===== src/rtl/sacc_control.sv =====
// Multicycle fetch/decode/execute controller for the 16-bit accumulator datapath.
// Strobes are decoded from the state; FETCH/LOAD/STORE completion is qualified by MemReady.
module sacc_control #(
  parameter int OP_WIDTH  = 4,
  parameter int CNT_WIDTH = 16
) (
  input  logic                 i_CLK,
  input  logic                 i_Reset,
  input  logic [OP_WIDTH-1:0]  i_Opcode,
  input  logic                 i_Zero,
  input  logic                 i_MemReady,
  output logic                 o_IRWrite,
  output logic                 o_RegWrite,
  output logic                 o_AWrite,
  output logic                 o_AccSrc,
  output logic                 o_PCWrite,
  output logic                 o_PCSrc,
  output logic                 o_IorD,
  output logic                 o_MemRead,
  output logic                 o_MemWrite,
  output logic [1:0]           o_ALUOp,
  output logic                 o_Halted,
  output logic                 o_IllegalOp,
  output logic [CNT_WIDTH-1:0] o_InstrCount
);

  localparam logic [OP_WIDTH-1:0] OP_ADD  = OP_WIDTH'('h0);
  localparam logic [OP_WIDTH-1:0] OP_SUB  = OP_WIDTH'('h1);
  localparam logic [OP_WIDTH-1:0] OP_LDA  = OP_WIDTH'('h2);
  localparam logic [OP_WIDTH-1:0] OP_STA  = OP_WIDTH'('h3);
  localparam logic [OP_WIDTH-1:0] OP_BEQZ = OP_WIDTH'('h4);
  localparam logic [OP_WIDTH-1:0] OP_JMP  = OP_WIDTH'('h5);
  localparam logic [OP_WIDTH-1:0] OP_HALT = OP_WIDTH'('hE);
  localparam logic [OP_WIDTH-1:0] OP_SACC = OP_WIDTH'('hF);

  typedef enum logic [2:0] {
    S_FETCH, S_DECODE, S_ALU, S_LOAD, S_STORE, S_BRANCH, S_SACC, S_HALT
  } state_t;

  typedef struct packed {
    logic       ir_write;
    logic       reg_write;
    logic       a_write;
    logic       acc_src;
    logic       pc_write;
    logic       pc_src;
    logic       iord;
    logic       mem_read;
    logic       mem_write;
    logic [1:0] alu_op;
    logic       halted;
    logic       illegal;
  } ctl_t;

  state_t                 r_state;
  logic [CNT_WIDTH-1:0]   r_count;
  // Opcode is only valid in DECODE, so the execute states use these latched flavours.
  logic                   r_sub;
  logic                   r_jmp;
  logic                   w_legal;
  ctl_t                   w_ctl;

  always_comb begin
    w_legal = (i_Opcode == OP_ADD)  || (i_Opcode == OP_SUB)  ||
              (i_Opcode == OP_LDA)  || (i_Opcode == OP_STA)  ||
              (i_Opcode == OP_BEQZ) || (i_Opcode == OP_JMP)  ||
              (i_Opcode == OP_HALT) || (i_Opcode == OP_SACC);
  end

  always_ff @(posedge i_CLK or posedge i_Reset) begin
    if (i_Reset) begin
      r_state <= S_FETCH;
      r_count <= '0;
      r_sub   <= 1'b0;
      r_jmp   <= 1'b0;
    end else begin
      case (r_state)
        S_FETCH: if (i_MemReady) begin
          r_count <= r_count + CNT_WIDTH'(1);
          r_state <= S_DECODE;
        end
        S_DECODE: begin
          r_sub <= (i_Opcode == OP_SUB);
          r_jmp <= (i_Opcode == OP_JMP);
          if      (i_Opcode == OP_ADD || i_Opcode == OP_SUB)  r_state <= S_ALU;
          else if (i_Opcode == OP_LDA)                        r_state <= S_LOAD;
          else if (i_Opcode == OP_STA)                        r_state <= S_STORE;
          else if (i_Opcode == OP_BEQZ || i_Opcode == OP_JMP) r_state <= S_BRANCH;
          else if (i_Opcode == OP_SACC)                       r_state <= S_SACC;
          else if (i_Opcode == OP_HALT)                       r_state <= S_HALT;
          else                                                r_state <= S_FETCH;
        end
        S_ALU, S_BRANCH, S_SACC: r_state <= S_FETCH;
        S_LOAD, S_STORE: if (i_MemReady) r_state <= S_FETCH;
        S_HALT:  r_state <= S_HALT;
        default: r_state <= S_FETCH;
      endcase
    end
  end

  always_comb begin
    w_ctl = '0;
    case (r_state)
      S_FETCH: begin
        w_ctl.mem_read = 1'b1;
        w_ctl.ir_write = i_MemReady;
        w_ctl.pc_write = i_MemReady;
      end
      S_DECODE: w_ctl.illegal = ~w_legal;
      S_ALU: begin
        w_ctl.a_write = 1'b1;
        w_ctl.alu_op  = r_sub ? 2'b01 : 2'b00;
      end
      S_LOAD: begin
        w_ctl.mem_read = 1'b1;
        w_ctl.iord     = 1'b1;
        w_ctl.a_write  = i_MemReady;
        w_ctl.acc_src  = i_MemReady;
      end
      S_STORE: begin
        w_ctl.mem_write = 1'b1;
        w_ctl.iord      = 1'b1;
      end
      S_BRANCH: begin
        w_ctl.pc_src   = 1'b1;
        w_ctl.alu_op   = 2'b10;
        w_ctl.pc_write = r_jmp | i_Zero;
      end
      S_SACC:  w_ctl.reg_write = 1'b1;
      S_HALT:  w_ctl.halted    = 1'b1;
      default: w_ctl = '0;
    endcase
    // Reset must silence the bus immediately, before the FETCH decode re-asserts MemRead.
    if (i_Reset) w_ctl = '0;
  end

  assign o_IRWrite    = w_ctl.ir_write;
  assign o_RegWrite   = w_ctl.reg_write;
  assign o_AWrite     = w_ctl.a_write;
  assign o_AccSrc     = w_ctl.acc_src;
  assign o_PCWrite    = w_ctl.pc_write;
  assign o_PCSrc      = w_ctl.pc_src;
  assign o_IorD       = w_ctl.iord;
  assign o_MemRead    = w_ctl.mem_read;
  assign o_MemWrite   = w_ctl.mem_write;
  assign o_ALUOp      = w_ctl.alu_op;
  assign o_Halted     = w_ctl.halted;
  assign o_IllegalOp  = w_ctl.illegal;
  assign o_InstrCount = r_count;

endmodule


===== config.mk =====
export PLATFORM = sky130hd
export DESIGN_NAME = sacc_control
export DESIGN_NICKNAME = d
export VERILOG_FILES = /design/src/rtl/sacc_control.sv
export SDC_FILE = /design/constraint.sdc
export NUM_CORES = 1
export LEC_CHECK = 0
export BUFFER_PORTS_ARGS = -buffer_cell sky130_fd_sc_hd__buf_2
export CELL_PAD_IN_SITES_DETAIL_PLACEMENT = 1
export CELL_PAD_IN_SITES_GLOBAL_PLACEMENT = 1
export CORE_AREA = 4 4 60 62
export DETAILED_ROUTE_END_ITERATION = 10
export DIE_AREA = 0 0 64 66
export GPL_ROUTABILITY_DRIVEN = 0
export GPL_TIMING_DRIVEN = 0
export PLACE_DENSITY_LB_ADDON = 0.2
export SYNTH_ARGS = -nofsm -noshare
export SYNTH_HDL_FRONTEND = slang
export SYNTH_SLANG_ARGS = --single-unit

===== constraint.sdc =====
create_clock -name i_CLK -period 5.4 [get_ports i_CLK]
set_clock_uncertainty 0.1 [all_clocks]
set_input_delay 0.81 -clock i_CLK [delete_from_list [all_inputs] [get_ports i_CLK]]
set_output_delay 0.81 -clock i_CLK [all_outputs]
set_load 0.01 [all_outputs]

==> results of run 1 <==
[area by class of cell]
| type | instances | area [sq um] |
|---|---|---|
| fillers | 376 | 1610 |
| multi-input cells | 93 | 583 |
| flip-flops and latches | 21 | 526 |
| repair buffers | 35 | 175 |
| well taps | 44 | 55.1 |
| plain buffers | 5 | 26.3 |
| clock buffers | 3 | 22.5 |
| inverters | 5 | 18.8 |
| clock inverters | 1 | 7.51 |
[sequential cells by signal (all words and copies together), names as in the netlist]
register      flops
r_sub             1
o_InstrCount     16
r_state           3
r_jmp             1
[path summary, 6_finish.rpt]
check                                  from          endpoint  slack, ns  depth (start not counted)
max in group asynchronous           i_Reset  o_InstrCount[11]       4.05                          2
max                                 i_Reset        o_ALUOp[0]       2.25                          5
min reg2reg                o_InstrCount[15]  o_InstrCount[15]       0.37                          1
min in group asynchronous           i_Reset   o_InstrCount[1]       0.62                          2
max reg2reg                      r_state[0]  o_InstrCount[13]       3.42                          5
min                        o_InstrCount[15]  o_InstrCount[15]       0.37                          1
[cells in the final DEF, fill, tap and decap left out, drive strengths merged, types with 3 or more instances in the layout]
cell type	n
and3	4
buf	36
clkbuf	7
dfrtp	21
inv	5
nand2	17
nand3	7
nand4	5
nor2	10
nor3	6
nor3b	3
o21ai	6
xnor2	14
[kinds of logic (layout without fill, tap and decap cells)]
family	after synthesis	after routing
simple gates	58	58
buf+inv	10	49
fa+ha+maj	1	1
compound gates	18	18
xor+xnor	16	16
flops	21	21
[where the power goes]
part / switching [mW] / leakage (nW) / internal (mW)
registers: 0.0421 / 0.277 / 0.190
logic: 0.119 / 0.401 / 0.0800
clock network: 0.0513 / 0.0139 / 0.0282
[stage by stage]
step,utilization,hold slack (ns)
after CTS,0.467,0.379
final,0.467,0.371
after global placement,0.457,0.356
after global routing,0.467,0.390
after detailed placement,0.457,0.358
after floorplan,-,0.338
[worst max-delay path, delay by kind of cell]
family                 cells  cell delay, ns
AND/OR/NAND/NOR            2            0.46
buffers and inverters      3            0.95
[per-layer routing]
layer / global-route usage / up-vias / share of wire
met5: 0 / - / 0
met4: 0.0512 / 0 / 0.021
met3: 0.0221 / 6 / 0.029
met2: 0.288 / 19 / 0.53
met1: 0.167 / 504 / 0.42
li1: - / 509 / -
==> impl_results.md, run 1 <==
* Post-synthesis cell type count at 30
* Vias post-DR at 1,038
* Slew margin rel. at 0.430
* Syn nets at 133
* Root Buffer: clkbuf_4
* Total gr overflow at 0
* Setup TNS at 0 ns
* Clock-pin transition on the worst setup and hold timing paths at 0.12 ns
* First-pass GRT wire length at 5130 um
* Power, Total at 0.511 mW
* DP Wirelength at 2250 um
* Synth Area in XOR/XNOR at 0.121
* Mean Syn Cell Area at 9.30 sq um
* Critical Path Most Common Cell: buf_2
* Adder-Cell Fraction of Synth Area at 0.0108
* F_max at 318 MHz
* Setup WS post-layout at 2.25 ns
* Die area at 0.00422 sq mm
* Finished Layout Cells at 207
* Main flop type after synthesis: dfrtp_1
* Yosys reg bits at 21
* Final worst-path cycle share at 0.583
* Most common cell in the netlist: dfrtp_1
* Vias in the first global route at 1,149
* HP Class: reg2reg
* Worst EP required at 4.49 ns
* FFs w/ async S/R, synth at 1.00
* Worst-Margin Slew at 0.855 ns
* Number of enable flip-flop cells after synthesis at 0
* Post-route ant nets at 0
* # Max-Cap Violations at 0
* Synth Area in Compound Gates at 0.102
* Wirelength, routed at 2870 um
* Tmin final at 3.15 ns
* CP endpoint kind: output port
* Max-slew violation count at 0
* Maximum vdd drop at 0.134 mV
* IO Pins at 37
* Via density at 5.01
* DIE WIDTH at 64 um
* Register area share after synthesis at 0.456
* Die Ht at 66 um
* Cts hold-fix bufs at 0
* Initial Utilization at 0.381
* Routed wire per std cell at 13.9 um
* Pwr/cell area at 362 mW/mm^2
* Synth top area share at 0.456
* WS Path Type: in2out
* Post-DP Area at 0.00138 sq mm
* Clk_lat worst skew at 0.30 ns
* # clock sinks at 21
* Port bufs at 35
* Crit-path cells: buf_2 -> inv_1 -> nand2_1 -> nor4b_1 -> buf_2
* Post-synth top cells: dfrtp_1 (21), nand2_1 (17), xnor2_1 (14)
* Clock tree buffer depth at 2
* Antenna diodes at 0
* CTS Buf Count at 3
* DRC violations left at 0
* Area of the mapped netlist at 0.00115 sq mm
* Final net count at 173
* Cell count after synthesis at 124
* RSZ-0062 raised after global routing: false
* Share of layout cells above drive strength 1 at 0.258
* Worst EP arrival at 2.24 ns
* Final Hold Fails at 0
* Drt first pass iters at 4
* Post_cts resized at 0
* Biggest area consumer among synthesized cells: dfrtp_1
* Core area at 0.00303 sq mm
* # setup viols final at 0
* CTS tree: done
* Crit-path max cell delay at 0.63 ns
* Placed Cells at 203
* Ys Warns at 0
* Synth Area in Simple Gates at 0.271
* Detailed Route Iter0 Violations at 21
* # rows at 20
* Largest net degree at the start of global routing at 23
* Area Growth Syn to Fin at 22.6%
* Total GRT Usage at 0.150
* Crit-path slowest cell: inv_1
* Post-CTS setup buffer count at 0
* Total leakage power at 0.692 nW
* Mux contribution to synthesized area at 0
* CP Max Fanout at 22
* Dpl ws at 2.19 ns
* Status: completed
* Startpoint Class: input pin
* Antenna violations before repair at 0
* Post-route cell area at 0.00141 sq mm
* CTS H-tree lvls at 1
* Largest family of logic cells by synthesized area: simple AND/OR/NAND/NOR gates
* Top post-synthesis cells by area: dfrtp_1 (46%), xnor2_1 (11%), nand2_1 (5.5%)
(Power assumes the default switching activity.)
==> inputs of run 2 (changes only) <==
- CORE_AREA: 4 4 60 62 -> 4 4 65 67
- DIE_AREA: 0 0 64 66 -> 0 0 69 71
- clock period: 5.4 -> 2.6 ns (I/O delays scaled with it)
==> impl_results.md, run 2 (synthesis gave the netlist of run 1 again) <==
* Status: completed
* R2R setup slack at 0.65 ns
* R2r worst-path depth at 5
* Setup TNS at 0 ns
* Tmin final at 2.29 ns
* First-pass GRT wire length at 4860 um
* Area Growth Syn to Fin at 24.3%
* Clock share of power at 0.189
* Wirelength, routed at 2820 um
* Vias in the first global route at 1,093
* # setup viols final at 0
* Final worst-path cycle share at 0.882
* Routed wire per std cell at 13.4 um
* Post_cts resized at 0
* Antenna violations before repair at 0
* Max-slew violation count at 0
* # rows at 22
* Share of layout cells above drive strength 1 at 0.252
* CTS tree: done
* Logic pwr share at 0.374
* Post-route ant nets at 0
* DIE WIDTH at 69 um
* Worst EP required at 2.11 ns
* Via density at 5.00
* Worst EP arrival at 1.80 ns
* CP Max Fanout at 22
* Power, Total at 1.11 mW
* CTS Buf Count at 3
* Crit path launch: i_Reset
* DP Wirelength at 2240 um
* # Max-Cap Violations at 0
* Switching Fraction at 0.393
* CTS H-tree lvls at 1
* Post-DP Area at 0.00139 sq mm
* Largest net degree at the start of global routing at 23
* Worst r2r src: r_state[0]
* RR Endpoint: o_InstrCount[15]
* Total GRT Usage at 0.118
* Most frequent cells in the layout: buf_2 (35), dfrtp_1 (21), nand2_1 (17)
* Final Core Density at 0.395
* Cts hold-fix bufs at 0
* Total gr overflow at 0
* CP endpoint: o_ALUOp[0]
* Die area at 0.00490 sq mm
* Min Hold Slack at 0.267 ns
* WS Path Type: in2out
* Clock tree buffer depth at 2
* Cell internal pwr at 0.671 mW
* Post-CTS setup buffer count at 0
* Final net count at 173
* Core area at 0.00363 sq mm
* Vias post-DR at 1,055
* F_max at 436 MHz
* Slew margin rel. at 0.446
* Pwr/cell area at 771 mW/mm^2
* Root Buffer: clkbuf_8
* Post-route cell area at 0.00143 sq mm
* Clk_lat worst skew at 0.25 ns
* Max reg flops at 16
* HP Class: in2async
* DRC violations left at 0
* Final Hold Fails at 0
* Antenna diodes at 0
* Most common library cell in the layout ignoring fill and taps: buf_2
* Total leakage power at 0.701 nW
* Initial Utilization at 0.317
* Switching power of the nets at 0.435 mW
* IO Pins at 37
* Port bufs at 35
* Maximum vdd drop at 0.239 mV
* Clock-pin transition on the worst setup and hold timing paths at 0.07 ns
* Die Ht at 71 um
* Detailed Route Iter0 Violations at 49
* CP endpoint kind: output port
* Drt first pass iters at 4
* # clock sinks at 21
* Startpoint Class: input pin
* RSZ-0062 raised after global routing: false
* Worst-Margin Slew at 0.829 ns
* Reg power frac at 0.437
-- run 2: power by group through the flow --
stage               Sequential [mW]  Combinational [mW]  Clock, mW
finish                        0.483               0.414      0.209
global placement              0.486               0.412          0
detailed placement            0.487               0.425          0
floorplan                     0.491               0.264          0
global route                  0.495               0.464      0.231
CTS                           0.481               0.425      0.218
-- run 2: layer usage --
metal	wire length, um	part of all wire	vias to the layer above	global-route usage
li1	-	-	509	-
met1	1170	0.42	523	0.133
met2	1500	0.53	19	0.220
met3	120	0.043	4	0.0256
met4	27	0.0096	0	0.0390
met5	0	0	-	0
-- run 2: cell type report --
cell class / count / area, sq um
fill: 465 / 2200
tap: 48 / 60.1
timing repair buffer: 35 / 175
sequential: 21 / 526
multi-input combinational: 93 / 583
clock buffer: 4 / 45.0
buffer: 5 / 26.3
inverter: 5 / 18.8
-- run 2: through the flow --
| stage | worst slack [ns] | std cells |
|---|---|---|
| final | 0.308 | 211 |
| after global routing | 0.0507 | 211 |
| after CTS | 0.193 | 211 |
| after detailed placement | 0.204 | 207 |
| after global placement | 0.236 | 207 |
| after floorplan | 0.617 | 124 |
-- run 2: worst min-delay path by stage --
stage	startpoint	endpoint	slack, ns	cells past startpoint
5_1_grt	i_Opcode[0]	r_jmp	0.34	3
4_1_cts	i_Reset	r_jmp	0.31	2
3_3_place_gp	o_InstrCount[15]	o_InstrCount[15]	0.36	1
2_1_floorplan	i_Reset	o_InstrCount[0]	0.28	1
3_5_place_dp	r_jmp	r_jmp	0.36	2
6_report	i_Reset	r_jmp	0.27	2
-- run 2: critical path, stage by stage --
cell and delay [ns]:
buf_2 0.15, inv_1 0.62, nand2_1 0.21, nor4b_1 0.26
buf_2 0.17
